===== config.mk =====
export PLATFORM = sky130hd
export DESIGN_NAME = cosmic_sound_trigger
export DESIGN_NICKNAME = d
export VERILOG_FILES = /design/src/rtl/cosmic_snd_pkg.sv /design/src/rtl/cosmic_sndtrig_chan.sv /design/src/rtl/cosmic_sound_trigger.sv
export SDC_FILE = /design/constraint.sdc
export NUM_CORES = 1
export LEC_CHECK = 0
export CAP_MARGIN = 15
export CORE_AREA = 2 2 117 108
export DETAILED_ROUTE_END_ITERATION = 10
export DIE_AREA = 0 0 119 110
export DONT_BUFFER_PORTS = 1
export PLACE_DENSITY_LB_ADDON = 0.15
export REMOVE_ABC_BUFFERS = 1
export SETUP_SLACK_MARGIN = 0.5
export SLEW_MARGIN = 25
export SYNTH_ARGS = -nofsm -noshare
export SYNTH_HDL_FRONTEND = slang
export SYNTH_SLANG_ARGS = --single-unit

===== constraint.sdc =====
create_clock -name CLK -period 1.6 [get_ports CLK]
set_clock_uncertainty 0.1 [all_clocks]
set_input_delay 0.16 -clock CLK [delete_from_list [all_inputs] [get_ports CLK]]
set_output_delay 0.16 -clock CLK [all_outputs]
set_load 0.005 [all_outputs]

===== src/rtl/cosmic_snd_pkg.sv =====
// Shared constants and types for the Cosmic sound-port trigger block.
// Used by cosmic_sound_trigger; see that file for the COSMIC_SNDTRIG_HOLDOFF_EN option.
package cosmic_snd_pkg;

  localparam int NUM_CH = 16;

  localparam logic [1:0] SND_PORT_LO = 2'd0;
  localparam logic [1:0] SND_PORT_HI = 2'd1;
  localparam logic [1:0] SND_PORT_EN = 2'd2;

  typedef logic [15:0] snd_vec_t;

endpackage


===== src/rtl/cosmic_sndtrig_chan.sv =====
// One sound channel: trigger pulse, stop pulse and (with COSMIC_SNDTRIG_HOLDOFF_EN)
// a retrigger holdoff timer. All timers are saturating down-counters frozen by paused_i.
module cosmic_sndtrig_chan #(
  parameter int PULSE_LEN = 4
`ifdef COSMIC_SNDTRIG_HOLDOFF_EN
  , parameter int HOLDOFF = 2048
`endif
) (
  input  logic clk_i,
  input  logic rst_ni,
  input  logic paused_i,
  input  logic rise_i,
  input  logic fall_i,
  input  logic loop_i,
  input  logic en_drop_i,
  output logic trig_o,
  output logic stop_o
);

  localparam int PW = $clog2(PULSE_LEN + 1);
  localparam logic [PW-1:0] PULSE_INIT = PW'(PULSE_LEN);

  logic [PW-1:0] pulse_q, pulse_d;
  logic [PW-1:0] stop_q, stop_d;
  logic          take;

`ifdef COSMIC_SNDTRIG_HOLDOFF_EN
  localparam int HW = $clog2(HOLDOFF + 1);
  localparam logic [HW-1:0] HOLD_INIT = HW'(HOLDOFF);

  logic [HW-1:0] hold_q, hold_d;

  // A rising edge inside the holdoff window is dropped, never queued.
  assign take = rise_i && (hold_q == '0);

  always_comb begin
    hold_d = hold_q;
    if (hold_q != '0 && !paused_i) hold_d = hold_q - HW'(1);
    if (take) hold_d = HOLD_INIT;
  end

  always_ff @(posedge clk_i or negedge rst_ni) begin
    if (!rst_ni) hold_q <= '0;
    else         hold_q <= hold_d;
  end
`else
  assign take = rise_i;
`endif

  always_comb begin
    pulse_d = pulse_q;
    stop_d  = stop_q;
    if (!paused_i) begin
      if (pulse_q != '0) pulse_d = pulse_q - PW'(1);
      if (stop_q != '0)  stop_d  = stop_q - PW'(1);
    end
    if (take) begin
      pulse_d = PULSE_INIT;
      stop_d  = '0;
    end
    if ((fall_i && loop_i) || en_drop_i) begin
      stop_d  = PULSE_INIT;
      pulse_d = '0;
    end
  end

  always_ff @(posedge clk_i or negedge rst_ni) begin
    if (!rst_ni) begin
      pulse_q <= '0;
      stop_q  <= '0;
    end else begin
      pulse_q <= pulse_d;
      stop_q  <= stop_d;
    end
  end

  assign trig_o = (pulse_q != '0);
  assign stop_o = (stop_q != '0);

endmodule


===== src/rtl/cosmic_sound_trigger.sv =====
// Turns Cosmic sound-port writes into stretched trigger/stop pulses for the samples player.
// Define COSMIC_SNDTRIG_HOLDOFF_EN to enable per-channel retrigger holdoff.
module cosmic_sound_trigger #(
  parameter int          NUM_CH    = cosmic_snd_pkg::NUM_CH,
  parameter int          PULSE_LEN = 4,
  parameter int          HOLDOFF   = 2048,
  parameter logic [15:0] LOOP_MASK = 16'h0000
) (
  input  logic        CLK,
  input  logic        RESET_N,
  input  logic        PAUSED,
  input  logic        I_WR,
  input  logic [1:0]  I_ADDR,
  input  logic [7:0]  I_DATA,
  output logic [15:0] O_TRIGGER,
  output logic [15:0] O_STOP,
  output logic [15:0] O_LATCH,
  output logic        O_SOUND_EN
);

  import cosmic_snd_pkg::*;

  snd_vec_t latch_q, latch_d;
  snd_vec_t rise, fall;
  logic     en_q, en_d;
  logic     en_drop;

  always_comb begin
    latch_d = latch_q;
    en_d    = en_q;
    if (I_WR) begin
      case (I_ADDR)
        SND_PORT_LO: latch_d[7:0]  = I_DATA;
        SND_PORT_HI: latch_d[15:8] = I_DATA;
        SND_PORT_EN: en_d          = I_DATA[0];
        default: ;
      endcase
    end
  end

  // Edges compare the incoming byte against the latch as it was before this write.
  assign rise    = latch_d & ~latch_q;
  assign fall    = ~latch_d & latch_q;
  assign en_drop = en_q & ~en_d;

  always_ff @(posedge CLK or negedge RESET_N) begin
    if (!RESET_N) begin
      latch_q <= '0;
      en_q    <= 1'b1;
    end else begin
      latch_q <= latch_d;
      en_q    <= en_d;
    end
  end

`ifndef COSMIC_SNDTRIG_HOLDOFF_EN
  localparam int unused_holdoff = HOLDOFF;
`endif

  for (genvar i = 0; i < NUM_CH; i++) begin : g_ch
    cosmic_sndtrig_chan #(
      .PULSE_LEN(PULSE_LEN)
`ifdef COSMIC_SNDTRIG_HOLDOFF_EN
      , .HOLDOFF(HOLDOFF)
`endif
    ) u_chan (
      .clk_i     (CLK),
      .rst_ni    (RESET_N),
      .paused_i  (PAUSED),
      .rise_i    (rise[i] & en_q),
      .fall_i    (fall[i]),
      .loop_i    (LOOP_MASK[i]),
      .en_drop_i (en_drop),
      .trig_o    (O_TRIGGER[i]),
      .stop_o    (O_STOP[i])
    );
  end

  assign O_LATCH    = latch_q;
  assign O_SOUND_EN = en_q;

endmodule


==> results.sh <==
export IMPL_status="finished with violations"
export IMPL_violations="hold timing, setup timing"
export IMPL_setup_tns_ns=-1.03
export IMPL_final_max_slew_violation_count=0
export IMPL_critical_path_startpoint_type="flip-flop"
export IMPL_grt_usage_pct=27.4
export IMPL_largest_net_degree_at_the_start_of_global_routing=114
export IMPL_switching_share_of_power_pct=35.7
export IMPL_timing_fmax_ghz=0.595
export IMPL_endpoint_kind="flip-flop"
export IMPL_netSwitchingPower_mw=6.80
export IMPL_layout_nets=903
export IMPL_hold_ws_ns=-0.663
export IMPL_clk_latency_ns=0.42
export IMPL_routed_wire_length_per_instance_um=17.9
export IMPL_post_route_util_pct=80.9
export IMPL_antenna_found_initial=0
export IMPL_num_io_pins=63
export IMPL_clk_pin_slew_ns=0.05
export IMPL_post_layout_nonfiller_instances=998
export IMPL_core_rowCount=38
export IMPL_wirelength_um=17900
export IMPL_dieArea_sq_mm=0.0131
export IMPL_h_tree_depth=4
export IMPL_irDropWorstVdd_mv=1.31
export IMPL_asr_flop_ratio_synth_pct=100
export IMPL_syn_area_per_cell_sq_um=9.66
export IMPL_cts_path_max_buffers=2
export IMPL_slew_headroom_pct=68.9
export IMPL_root_buffer="clkbuf_16"
export IMPL_p_leak_nw=4.21
export IMPL_core_area_sq_mm=0.0118
export IMPL_cts_tree="done"
export IMPL_synth_cell_types=36
export IMPL_flip_flop_cell_with_the_highest_count_after_synthesis="dfrtp_1"
export IMPL_timing_critical_path_slowest_cell_delay_ns=0.59
export IMPL_overflow=0
export IMPL_setup_viol=33
export IMPL_multi_input_area_sq_mm=0.00427
export IMPL_cap_viol_max_count=0
export IMPL_finalWeightedCongestion=0.758
export IMPL_finalPower_mw=19.1
export IMPL_worst_setup_slack_after_placement_ns=-0.0518
export IMPL_placed_cells=841
export IMPL_comb_power_share_pct=54.5
export IMPL_syn_instance_count=700
export IMPL_seq_power_share_pct=27.3
export IMPL_drt_pass1_iter_count=4
export IMPL_hpwl_reported_at_the_end_of_detailed_placement_um=9300
export IMPL_timing_worst_slew_pin_value_ns=0.466
export IMPL_ant_nets=0
export IMPL_final_cell_mix="buf_4 (132), dfrtp_1 (99), inv_2 (76)"
export IMPL_synth_warnings=0
export IMPL_synth_enable_flop_cells=0
export IMPL_dpl_cell_area_sq_mm=0.00687
export IMPL_dr_total_vias=5510
export IMPL_final_period_minus_worst_setup_slack_ns=1.68
export IMPL_cp_data_required_time_ns=1.81
export IMPL_antenna_cells=0
export IMPL_layout_commonest_cell="buf_4"
export IMPL_synth_yosys_seq_area_share_pct=41.8
export IMPL_first_global_vias=5881
export IMPL_dr_first_iter_drc_count=267
export IMPL_critical_path_peak_fanout=6
export IMPL_die_height_um=110
export IMPL_cts_made_buffers=17
export IMPL_worstSetupPathType="flip-flop to flip-flop"
export IMPL_io_buffers=0
export IMPL_final_period_utilization_pct=105
export IMPL_grt_first_pass_wirelength_um=28100
export IMPL_ys_seq_elements=113
export IMPL_final_setup_worst_slack_ns=-0.0804
export IMPL_finalInstanceArea_sq_mm=0.00958
export IMPL_syn_cell_area_sq_mm=0.00676
export IMPL_endpoints_failing_hold=154
export IMPL_seqCellArea_sq_mm=0.00285
export IMPL_flow_area_growth_from_synthesis_pct=41.7
export IMPL_hp_class="input port to asynchronous set/reset pin"
export IMPL_cell_internal_pwr_mw=12.3
export IMPL_grt_setup_unrepaired="yes"
export IMPL_n_fill_cell=684
export IMPL_cp_cell_sequence="nand4bb_4 -> buf_6 -> or3_4 -> a21o_1"
export IMPL_initial_utilization_pct=57.1
export IMPL_cell_with_the_largest_stage_delay_on_the_worst_path="dfstp_2"
export IMPL_drcViolationCount=0
export IMPL_pd_cells_mw_per_mm2=1990
export IMPL_drt_vias_per_instance=5.52
export IMPL_clock_power_share_pct=18.3
export IMPL_chipWidth_um=119
export IMPL_clkSinkCount=113
export IMPL_drive_above_1_share_pct=51.9
export IMPL_crit_arrival_ns=1.89
[sequential cells by signal, indices dropped and copies added, names as in the netlist]
register and cells:
O_SOUND_EN 1, O_LATCH 16, g_ch.u_chan.pulse_q 48, g_ch.u_chan.stop_q 48
[cell type report]
| cell class | count | area share, % |
|---|---|---|
| clock buffer | 27 | 5.46 |
| clock inverter | 5 | 0.261 |
| inverter | 120 | 4.73 |
| multi-input combinational | 417 | 44.6 |
| sequential | 113 | 29.7 |
| tap | 160 | 2.09 |
| timing repair buffer | 156 | 13.2 |
[power groups by stage]
stage | registers [mW] | logic (mW) | clock network [mW]
after floorplan | 4.79 | 4.28 | 0
after global placement | 4.91 | 5.03 | 0
after detailed placement | 4.99 | 5.48 | 0
after CTS | 5.09 | 8.99 | 3.52
after global routing | 5.36 | 11.4 | 3.66
final | 5.20 | 10.4 | 3.48
[synthesized netlist by cell type (all sizes together) (2+ instances only)]
master / n / area share (%)
mux2: 21 / 3.5
nand3b: 2 / 0.22
nor3: 10 / 0.74
nand2: 8 / 0.44
dfrtp: 112 / 41
or3: 41 / 3.8
o32ai: 14 / 2.7
ha: 64 / 12
a21o: 5 / 0.56
nor2: 50 / 2.9
or3b: 3 / 0.39
clkbuf: 12 / 0.67
o21ai: 55 / 4.1
a21oi: 43 / 3.2
mux2i: 10 / 1.5
o31a: 11 / 1.4
inv: 120 / 6.7
xnor2: 16 / 2.1
a211oi: 12 / 1.3
nor2b: 21 / 1.9
nor4b: 11 / 1.4
a21boi: 11 / 1.2
nand4bb: 2 / 0.33
buf: 41 / 4.6
[logic make-up after synthesis]
family	share of synthesized area, %
compound gates	14.6
xor+xnor	2.07
fa+ha+maj	11.8
buf+inv	11.9
flops	41.8
mux	4.98
simple gates	12.7
[path summary, 6_finish.rpt]
| check | startpoint | slack, ns | depth (start not counted) | endpoint |
|---|---|---|---|---|
| hold reg to reg | O_LATCH[8] | 0.45 | 1 | O_LATCH[8] |
| setup / recovery | O_SOUND_EN | -0.08 | 4 | g_ch[1].u_chan.stop_q[2] |
| setup reg to reg | O_SOUND_EN | -0.08 | 4 | g_ch[1].u_chan.stop_q[2] |
| min in group CLK | PAUSED | -0.16 | 2 | g_ch[1].u_chan.pulse_q[0] |
| max in group asynchronous | RESET_N | 1.87 | 0 | O_SOUND_EN |
| hold / removal | RESET_N | -0.66 | 0 | O_LATCH[4] |
[worst max-delay path: cells and delay by family, from the launching register on]
kind / cells / cell delay [ns]
buffers and inverters: 1 / 0.18
AND/OR/NAND/NOR: 2 / 0.53
flip-flops: 1 / 0.59
AO/OA/AOI/OAI: 1 / 0.17
[routing by layer]
metal,vias to the layer above,global-route usage [%],share of wire [%]
met3,41,6.84,4.3
met1,2754,31.0,41
met2,128,50.6,52
met5,-,0,0
met4,0,10.3,2.6
li1,2587,-,-
[timing repair]
| action | CTS | global route |
|---|---|---|
| pin swaps | 50 | 21 |
| setup endpoints to repair | 144 | 144 |
| buffers inserted | 77 | 33 |
| cloned | 2 | 1 |
| endpoints found under the hold margin | 205 | 158 |
| resized for setup | 297 | 40 |
| hold buffers | 11 | 1 |
Power figures use the tool's default switching activity.
